File: src/rtl/exception_ctrl.sv
// CP0 exception controller: selects the highest-priority MEM-stage exception,
// redirects fetch, and maintains Status/Cause/EPC/BadVAddr/Count/Compare.
module exception_ctrl #(
  parameter logic [31:0] EXC_ENTRY = 32'hBFC00380
) (
  input  logic        clk,
  input  logic        rst,
  input  logic        mem_valid,
  input  logic [31:0] mem_pc,
  input  logic        mem_in_delayslot,
  input  logic        eret_flag,
  input  logic        syscall_flag,
  input  logic        break_flag,
  input  logic        ri_flag,
  input  logic        ov_flag,
  input  logic        if_adel,
  input  logic        mem_adel,
  input  logic        mem_ades,
  input  logic [31:0] mem_addr,
  input  logic [5:0]  hw_int,
  input  logic        cp0_we,
  input  logic [4:0]  cp0_waddr,
  input  logic [31:0] cp0_wdata,
  input  logic [4:0]  cp0_raddr,
  output logic [31:0] cp0_rdata,
  output logic        flush,
  output logic [31:0] exc_pc
);

  localparam logic [4:0] REG_BADVADDR = 5'd8;
  localparam logic [4:0] REG_COUNT    = 5'd9;
  localparam logic [4:0] REG_COMPARE  = 5'd11;
  localparam logic [4:0] REG_STATUS   = 5'd12;
  localparam logic [4:0] REG_CAUSE    = 5'd13;
  localparam logic [4:0] REG_EPC      = 5'd14;

  localparam logic [4:0] CODE_INT  = 5'h00;
  localparam logic [4:0] CODE_ADEL = 5'h04;
  localparam logic [4:0] CODE_ADES = 5'h05;
  localparam logic [4:0] CODE_SYS  = 5'h08;
  localparam logic [4:0] CODE_BP   = 5'h09;
  localparam logic [4:0] CODE_RI   = 5'h0a;
  localparam logic [4:0] CODE_OV   = 5'h0c;

  logic [31:0] badvaddr, count, compare, epc;
  logic [7:0]  status_im;
  logic        status_exl, status_ie;
  logic        cause_bd;
  logic [5:0]  cause_ip_hw;
  logic [1:0]  cause_ip_sw;
  logic [4:0]  cause_exccode;
  logic        toggle, timer_int;

  logic [7:0]  cause_ip;
  logic        int_req, exc_take, eret_take, fetch_err, data_err, wr;
  logic [4:0]  exc_code;
  logic [31:0] status_word, cause_word;

  assign cause_ip    = {cause_ip_hw, cause_ip_sw};
  assign status_word = {9'd0, 1'b1, 6'd0, status_im, 6'd0, status_exl, status_ie};
  assign cause_word  = {cause_bd, 15'd0, cause_ip, 1'b0, cause_exccode, 2'b00};
  assign int_req     = status_ie & ~status_exl & (|(cause_ip & status_im));

  always_comb begin
    exc_take  = 1'b0;
    exc_code  = CODE_INT;
    fetch_err = 1'b0;
    data_err  = 1'b0;
    if (mem_valid) begin
      if (int_req) begin
        exc_take = 1'b1;
        exc_code = CODE_INT;
      end else if (if_adel) begin
        exc_take  = 1'b1;
        exc_code  = CODE_ADEL;
        fetch_err = 1'b1;
      end else if (ri_flag) begin
        exc_take = 1'b1;
        exc_code = CODE_RI;
      end else if (ov_flag) begin
        exc_take = 1'b1;
        exc_code = CODE_OV;
      end else if (syscall_flag) begin
        exc_take = 1'b1;
        exc_code = CODE_SYS;
      end else if (break_flag) begin
        exc_take = 1'b1;
        exc_code = CODE_BP;
      end else if (mem_adel) begin
        exc_take = 1'b1;
        exc_code = CODE_ADEL;
        data_err = 1'b1;
      end else if (mem_ades) begin
        exc_take = 1'b1;
        exc_code = CODE_ADES;
        data_err = 1'b1;
      end
    end
  end

  assign eret_take = mem_valid & eret_flag & ~exc_take;
  assign flush     = rst & (exc_take | eret_take);
  assign exc_pc    = !flush ? 32'd0 : (exc_take ? EXC_ENTRY : epc);
  // A redirect squashes the MTC0 travelling with the faulting instruction.
  assign wr        = cp0_we & ~flush;

  always_comb begin
    cp0_rdata = 32'd0;
    case (cp0_raddr)
      REG_BADVADDR: cp0_rdata = badvaddr;
      REG_COUNT:    cp0_rdata = count;
      REG_COMPARE:  cp0_rdata = compare;
      REG_STATUS:   cp0_rdata = status_word;
      REG_CAUSE:    cp0_rdata = cause_word;
      REG_EPC:      cp0_rdata = epc;
      default:      cp0_rdata = 32'd0;
    endcase
  end

  always_ff @(posedge clk) begin
    if (!rst) begin
      badvaddr      <= 32'd0;
      count         <= 32'd0;
      compare       <= 32'd0;
      epc           <= 32'd0;
      status_im     <= 8'd0;
      status_exl    <= 1'b0;
      status_ie     <= 1'b0;
      cause_bd      <= 1'b0;
      cause_ip_hw   <= 6'd0;
      cause_ip_sw   <= 2'd0;
      cause_exccode <= 5'd0;
      toggle        <= 1'b0;
      timer_int     <= 1'b0;
    end else begin
      cause_ip_hw <= {hw_int[5] | timer_int, hw_int[4:0]};

      if (wr && cp0_waddr == REG_COUNT) begin
        count  <= cp0_wdata;
        toggle <= 1'b0;
      end else begin
        toggle <= ~toggle;
        if (toggle) count <= count + 32'd1;
      end

      if (wr && cp0_waddr == REG_COMPARE) begin
        compare   <= cp0_wdata;
        timer_int <= 1'b0;
      end else if (count == compare) begin
        timer_int <= 1'b1;
      end

      if (wr && cp0_waddr == REG_STATUS) begin
        status_im  <= cp0_wdata[15:8];
        status_exl <= cp0_wdata[1];
        status_ie  <= cp0_wdata[0];
      end
      if (wr && cp0_waddr == REG_CAUSE) cause_ip_sw <= cp0_wdata[9:8];
      if (wr && cp0_waddr == REG_EPC)   epc <= cp0_wdata;

      if (exc_take) begin
        cause_exccode <= exc_code;
        status_exl    <= 1'b1;
        // Nested exceptions keep the original return point.
        if (!status_exl) begin
          epc      <= mem_in_delayslot ? (mem_pc - 32'd4) : mem_pc;
          cause_bd <= mem_in_delayslot;
        end
        if (fetch_err)     badvaddr <= mem_pc;
        else if (data_err) badvaddr <= mem_addr;
      end else if (eret_take) begin
        status_exl <= 1'b0;
      end
    end
  end

endmodule
File: config.mk
export PLATFORM = sky130hd
export DESIGN_NAME = exception_ctrl
export DESIGN_NICKNAME = d
export VERILOG_FILES = /design/src/rtl/exception_ctrl.sv
export SDC_FILE = /design/constraint.sdc
export NUM_CORES = 1
export LEC_CHECK = 0
export BUFFER_PORTS_ARGS = -buffer_cell sky130_fd_sc_hd__buf_2
export CORE_MARGIN = 4
export CORE_UTILIZATION = 50
export CTS_CLUSTER_DIAMETER = 30
export DETAILED_ROUTE_END_ITERATION = 12
export PLACE_DENSITY = 0.82
export SLEW_MARGIN = 15
export SYNTH_ARGS = -nofsm -noshare
export SYNTH_HDL_FRONTEND = slang
export SYNTH_SLANG_ARGS = --single-unit
File: constraint.sdc
create_clock -name clk -period 4.3 [get_ports clk]
set_clock_uncertainty 0.05 [all_clocks]
set_input_delay 1.075 -clock clk [delete_from_list [all_inputs] [get_ports clk]]
set_output_delay 1.075 -clock clk [all_outputs]
set_load 0.005 [all_outputs]
Word level (Yosys, flattened, before mapping)
Cells that the tools add are included.
W data, S select, Z words.
Word-level totals
  bits of input ports: 125
  memory bits (read-only): 0
  memories kept: 0
  register bits after elaboration: 154
  output and inout port bits: 65
  word-level logic and storage cells: 96
  bits in writable memories: 0
  bits in latches: 0
Cells by class
  shift-type cells: 0
  $lt $le $gt $ge: 0
  bitwise operators: 14
  div/mod/pow operators: 0
  $add $sub $neg: 2
  equality and inequality tests: 12
  multiplexer cells: 42
  reduce and logical (&&, ||, !) cells: 13
  multiply operators: 0
Operator list (count)
  $mux W32: 10
  $pmux W32 S6: 1
  $eq A5 B4 Y1 const B: 11
  $add A32 B1 Y32 const B: 1
  $eq A32 B32 Y1: 1
  $sub A32 B3 Y32 const B: 1
  $mux W4: 7
  $mux W1: 22
  $and A8 B8 Y8: 1
  $reduce_or A8 Y1: 1
  $and A1 B1 Y1: 6
  $mux W3: 2
  $logic_and A1 B1 Y1: 5
  $not A1 Y1: 5
  $reduce_and A2 Y1: 2
  $reduce_bool A2 Y1: 2
  $reduce_or A2 Y1: 2
  $reduce_bool A3 Y1: 1
  $or A1 B1 Y1: 2

Logic depth before layout (Yosys ltp)
Gate-level depths: netlist of run 1.
  depth after elaboration: 19
  mapped depth: 8
  mapped depth without buffers: 7

Worst setup path after synthesis of run 1
No wires, ideal clock.
  path type: input port to output port
  from: input cp0_raddr[1]
  to: output cp0_rdata[0]
  arrival: 2489 ps
  cell stages on the path: 7
  buffers on the path: 3
  slack: 686 ps
  cell sequence: clkbuf_1 nand2b_1 nor3_1 clkbuf_1 buf_2 a22oi_1 nand2_1
Between the ends
  word-level cells in the longest chain between the ends: 2
  elaborated cells between the ends (all ways): 7
  classes of those cells: 6 x eq/ne; 1 x mux
Ends and longest elaborated chain
  start: declaration: RTL line 24  | input logic [4:0] cp0_raddr,
  $eq A5 B4 Y1: RTL line 109  | case (cp0_raddr)
  $pmux W32 S6 *: RTL line 109
  end: declaration: RTL line 25  | output logic [31:0] cp0_rdata,
Every way passes the cells marked *; elsewhere a longest branch is shown, timed or not.

Worst setup path in the final report of run 1
  from: input ri_flag
  to: output exc_pc[6]
Between the ends
  word-level cells in the longest chain between the ends: 9
  elaborated cells between the ends (all ways): 10
  classes of those cells: 6 x mux; 4 x bitwise
Ends and longest elaborated chain
  start: declaration: RTL line 14  | input logic ri_flag,
  $mux W1 *: RTL line 77  | end else if (ri_flag) begin
  $mux W1 *: RTL line 73  | end else if (if_adel) begin
  $mux W1 *: RTL line 70  | if (int_req) begin
  $mux W1 *: RTL line 69  | if (mem_valid) begin
  $not A1 Y1: RTL line 101  | assign eret_take = mem_valid & eret_flag & ~exc_take;
  $and A1 B1 Y1: RTL line 101
  $or A1 B1 Y1: RTL line 102  | assign flush = rst & (exc_take | eret_take);
  $and A1 B1 Y1: RTL line 102
  $mux W32 *: RTL line 103  | assign exc_pc = !flush ? 32'd0 : (exc_take ? EXC_ENTRY : epc);
  end: declaration: RTL line 27  | output logic [31:0] exc_pc
Marks and branches as above.

==> results of run 1 <==
[flip-flops by register name, summed over array words and instances (netlist names)]
signal and flops:
cause_exccode 4, timer_int 1, count 32, toggle 1
status_im 8, compare 32, cause_ip_hw 6, badvaddr 32
cause_bd 1, epc 32, cause_ip_sw 2, status_ie 1
status_exl 1
[final cells by class]
type | count | area share [%]
Multi-Input combinational cell | 765 | 50.52
Sequential cell | 153 | 29.52
Tap cell | 220 | 2.653
Clock inverter | 10 | 1.809
Clock buffer | 22 | 4.571
Inverter | 8 | 0.2894
Timing Repair Buffer | 210 | 10.64
[where the power goes]
part	leakage [nW]	internal [mW]	switching, mW
clock	0.317	1.08	0.609
sequential	1.25	1.48	0.0760
combinational	2.76	0.163	0.239
[final timing paths]
check,startpoint,end
max,ri_flag,exc_pc[6]
min,timer_int,cause_ip_hw[5]
max reg2reg,count[2],count[13]
min reg2reg,timer_int,cause_ip_hw[5]
[synthesized netlist by cell type, drive strengths merged (5+ instances only)]
cell / count / share of area [%]
o21ai: 39 / 2.4
a221o: 17 / 2.0
buf: 19 / 1.3
nand2: 36 / 1.6
inv: 8 / 0.35
a211oi: 43 / 3.7
nand2b: 8 / 0.58
a222oi: 8 / 0.93
nor2: 134 / 5.8
nand4: 27 / 2.0
xor2: 36 / 3.7
a21oi: 47 / 2.8
or3: 5 / 0.36
mux2i: 105 / 12
o22ai: 15 / 1.1
clkbuf: 57 / 2.5
a22oi: 27 / 2.3
and4: 5 / 0.51
dfxtp: 153 / 35
and2: 27 / 2.0
nor4: 17 / 1.3
nand4b: 5 / 0.51
nor3: 15 / 1.1
xnor2: 55 / 5.6
nand3: 30 / 1.7
and3: 9 / 0.65
a22o: 20 / 2.0
[worst min-delay path: stages (launching register included)]
cell and delay [ns]:
dfxtp_1 0.33, nor2_1 0.05, nor2_1 0.06
[kinds of logic (layout without fill, tap and decap cells)]
kind of cell / Yosys count / after routing / synth area share, %
AND/OR/NAND/NOR: 334 / 334 / 19.59
adder cells (fa/ha/maj): 2 / 2 / 0.2898
multiplexers: 105 / 105 / 12.17
XOR/XNOR: 91 / 91 / 9.230
flip-flops: 153 / 153 / 35.47
AO/OA/AOI/OAI: 233 / 233 / 19.08
buffers and inverters: 84 / 250 / 4.159
[cell usage in the layout, fill, tap and decap left out, types with 20 or more instances in the layout]
cell type    n
nand2_1     36
a22oi_1     27
mux2i_1    105
and2_1      27
a22o_1      20
buf_2      189
dfxtp_1    153
a21oi_1     46
xnor2_1     55
xor2_1      36
o21ai_0     36
a211oi_1    42
nor2_1     133
buf_4       21
nand4_1     27
nand3_1     30
[per-stage QoR]
step / util [%] / worst slack, ns
floorplan: - / 0.6858
global placement: 57.95 / 0.5623
CTS: 61.90 / 0.5262
finish: 61.90 / 0.5034
global route: 61.90 / 0.3098
detailed placement: 57.95 / 0.5422
[routing by layer]
layer	part of all wire, %	up-vias	routed length (um)	GRT usage, %
met2	43	541	13310	44.15
met5	0	-	0	0
met1	42	4072	12840	42.98
met3	11	75	3484	6.724
met4	3.6	0	1107	11.38
li1	-	3980	-	-
==> flow_summary_export.csv, run 1 <==
group,metric,value,unit
sta,fmax,263.4,MHz
worst_setup_path,crit_arrival,2.67,ns
flow_run,drv_cap,0,
cts,cts_resized,0,
final_layout,multi_input_area,5241,sq um
place,placed_area,9713,sq um
sta,hold_viol_final,0,
worst_setup_path,path_common_cell,"buf_2",
worst_setup_path,worstPathRequired,3.17,ns
final_layout,final_cells,1388,
pwr,p_leak,4.328,nW
hold_path,hold_path_depth,2,
yosys,syn_avg_cell_area,8.617,sq um
global_routing,antenna_found_initial,0,
yosys,yosys.cell_types.count,54,
floorplan,core-area,16760,sq um
status,outcome,"complete, no violations",
cts,ctsHoldBuffers,0,
route,ant_nets,0,
worst_setup_path,endpoint_kind,"output port",
floorplan,die_x,139.4,um
sta,post-route-period-util,88.29,%
pwr,powerDensity,351.5,nW/um^2
sta,slew_viol_final,0,
cts,clk_path_buf_depth,2,
place,place_congestion,1.037,
route,drt-initial-drc-count,1216,
worst_setup_path,crit_buf_inv,3,
route,wirelength,30740,um
cts,ctsRootBufferMaster,"clkbuf_16",
yosys,yosysSeqAreaShare,35.47,%
global_routing,grt_pass1_vias,7749,
cts,cts_made_buffers,17,
sta,fin_setup_tns,0,ns
sta,worst_hold_slack,0.4246,ns
yosys,syn-instance-count,1002,
final_layout,fillCellCount,1443,
global_routing,grtUsageTotal,30.03,%
route,drc_errors,0,
cts,path_clk_slew,0.06,ns
final_layout,area_delta_synth_final,20.16,%
sta,setup_viol,0,
worst_setup_path,criticalPathCategory,"in -> out",
worst_setup_path,r2r_slack,1.78,ns
place,dp_cells,1356,
yosys,synth_nets,1129,
worst_setup_path,crit_fanout,11,
yosys,synth_ff_type,"dfxtp_1",
sta,maxSlewHeadroom,27.41,%
yosys,synth-edff-count,0,
final_layout,drive_gt1_share,22.09,%
floorplan,initial_core_util,51.52,%
route,wl_per_cell,22.15,um
worst_setup_path,worstRegToRegCells,5,
worst_setup_path,slowest_delay,0.47,ns
pwr,fin_total_pwr,3.647,mW
final_layout,fin_area,10380,sq um
yosys,synth_seq_cells,153,
yosys,synthArstFlopShare,0,%
final_layout,register_area,3063,sq um
floorplan,num_rows,47,
global_routing,grt_pass1_wl,45520,um
place,port-buffer-count,189,
pwr,ir_worst_vdd,338.0,uV
floorplan,die_h,139.4,um
worst_setup_path,cp_num_cells,7,
cts,clock_latency,0.43,ns
sta,period_needed,3.797,ns
sta,rsz0062_at_grt,"false",
worst_setup_path,path_cells,"buf_2, nor4_2, nand2_1, a211oi_2, buf_4, and2_1, buf_2",
yosys,netlist_area,8635,sq um
final_layout,num-nets-final,1282,
worst_setup_path,worstSetupStartpointType,"input pin",
global_routing,grt_overflow,0,
floorplan,num_io_pins,190,
route,dr.pass1.iters,6,
place,dp_hpwl,23120,um
yosys,yosys_warnings,0,
cts,clkSinkCount,153,
cts,post-cts-setup-buffer-count,0,
final_layout,num_antenna_cells,0,
sta,tightest_slew,1.080,ns
global_routing,grt_max_degree,65,
worst_setup_path,slowest_stage,"a211oi_2",
worst_setup_path,critPathTopFamily,"simple AND/OR/NAND/NOR gates",
route,vias_per_cell,6.245,
route,via_count,8668,
cts,htreeDepth,4,
cts,tritoncts,"done",
floorplan,die_area,19440,sq um
hold_path,hp-class,"reg -> reg",
Power figures use the tool's default switching activity.
==> run 2: changes to the inputs <==
PLACE_DENSITY = 0.74   (was 0.82)
==> flow_summary_export.csv, run 2 (synthesized netlist as in run 1, its figures left out) <==
group,metric,value,unit
floorplan,die_area,19440,sq um
global_routing,grt_pass1_wl,44530,um
route,via_count,8559,
pwr,ir_worst_vdd,303.2,uV
route,drc_errors,0,
global_routing,grt_max_degree,65,
worst_setup_path,r2r_slack,1.75,ns
final_layout,num-nets-final,1282,
sta,tightest_slew,1.026,ns
floorplan,initial_core_util,51.52,%
place,dp_hpwl,22660,um
worst_setup_path,crit_fanout,20,
worst_setup_path,worstRegToRegCells,5,
worst_setup_path,rr_endpoint,"epc[21]",
cts,cts_made_buffers,17,
cts,ctsRootBufferMaster,"clkbuf_16",
pwr,powerDensity,340.9,nW/um^2
pwr,p_seq_share,44.2,%
global_routing,grt_pass1_vias,7772,
sta,hold_viol_final,0,
sta,fmax,250.9,MHz
route,vias_per_cell,6.166,
floorplan,num_rows,47,
cts,path_clk_slew,0.06,ns
cts,tritoncts,"done",
worst_setup_path,worstSetupStartpointType,"input pin",
sta,maxSlewHeadroom,31.04,%
worst_setup_path,r2r-start,"status_im[0]",
final_layout,drive_gt1_share,22.11,%
floorplan,num_io_pins,190,
cts,clock_latency,0.43,ns
cts,post-cts-setup-buffer-count,0,
status,outcome,"complete, no violations",
pwr,p_clk_share,44.4,%
sta,setup_viol,0,
pwr,power_frac_comb,11.4,%
floorplan,die_x,139.4,um
route,dr.pass1.iters,6,
cts,cts_resized,0,
pwr,p_int,2.606,mW
worst_setup_path,worstPathRequired,3.17,ns
place,place_congestion,1.022,
place,port-buffer-count,189,
cts,clk_path_buf_depth,2,
route,drt-initial-drc-count,1057,
sta,slew_viol_final,0,
worst_setup_path,criticalPathCategory,"in -> out",
global_routing,grt_overflow,0,
worst_setup_path,endpoint_kind,"output port",
cts,ctsHoldBuffers,0,
global_routing,antenna_found_initial,1,
cts,htreeDepth,4,
final_layout,mostFrequentLayoutCell,"buf_2",
global_routing,grtUsageTotal,29.21,%
pwr,fin_total_pwr,3.521,mW
pwr,p_leak,4.299,nW
worst_setup_path,crit_arrival,2.86,ns
sta,fin_setup_tns,0,ns
sta,period_needed,3.986,ns
pwr,switchingPower,0.9150,mW
hold_path,min-delay-start,"cause_bd",
route,wl_per_cell,21.47,um
final_layout,area_delta_synth_final,19.65,%
hold_path,hold_path_depth,2,
route,ant_nets,0,
route,wirelength,29790,um
final_layout,final_cell_mix,"189 x buf_2, 153 x dfxtp_1, 133 x nor2_1",
sta,post-route-period-util,92.70,%
hold_path,hp-class,"reg -> reg",
floorplan,die_h,139.4,um
cts,clkSinkCount,153,
pwr,switching_share,25.98,%
hold_path,holdPathEnd,"cause_bd",
sta,rsz0062_at_grt,"false",
flow_run,drv_cap,0,
floorplan,core-area,16760,sq um
run 2: worst max-delay path, cell delays in order:
cell and delay [ns]:
buf_2 0.13, nor4_2 0.35, nand2_1 0.20, a211oi_4 0.75, and2_1 0.23, buf_2 0.12
run 2: routing by layer:
layer	track usage [%]	vias to the layer above	share of wire, %
met2	43.49	526	43
met3	5.283	72	11
met4	10.14	0	3.1
li1	-	3991	-
met5	0	-	0
met1	42.53	3970	43
run 2: per-stage QoR:
step	std cells	hold WS [ns]	worst slack, ns	cell area, sq um	util (%)
6_report	1388	0.4151	0.3139	10330	61.64
5_1_grt	1388	0.4546	0.1613	10330	61.64
4_1_cts	1387	0.4127	0.06898	10320	61.58
3_5_place_dp	1356	0.4050	0.08642	9713	57.95
3_3_place_gp	1356	0.4041	0.1984	9713	57.95
2_1_floorplan	1002	0.3857	0.6858	8635	-
run 2: cell type report:
cell class	count	area, sq um
tap	220	275.3
timing repair buffer	210	1104
clock buffer	18	429.2
fill	1517	6429
clock inverter	13	178.9
multi-input combinational	765	5249
sequential	153	3063
inverter	8	30.03
antenna	1	2.502
run 2: power by group through the flow:
stage / Clock (mW) / Combinational [mW] / Sequential, mW
3_3_place_gp: 0 / 0.385 / 1.58
5_1_grt: 1.63 / 0.435 / 1.56
3_5_place_dp: 0 / 0.391 / 1.58
2_1_floorplan: 0 / 0.230 / 1.54
4_1_cts: 1.56 / 0.394 / 1.55
6_report: 1.57 / 0.402 / 1.55
run 2: worst max path at each step:
stage          slack (ns)    startpoint           end  cells after the start
6_report             0.31       ri_flag    exc_pc[14]                      6
5_1_grt              0.16       ri_flag    exc_pc[14]                      6
4_1_cts              0.07       ri_flag    exc_pc[15]                      6
3_5_place_dp         0.09       ri_flag    exc_pc[15]                      6
3_3_place_gp         0.20       ri_flag    exc_pc[30]                      6
2_1_floorplan        0.69  cp0_raddr[1]  cp0_rdata[0]                      7
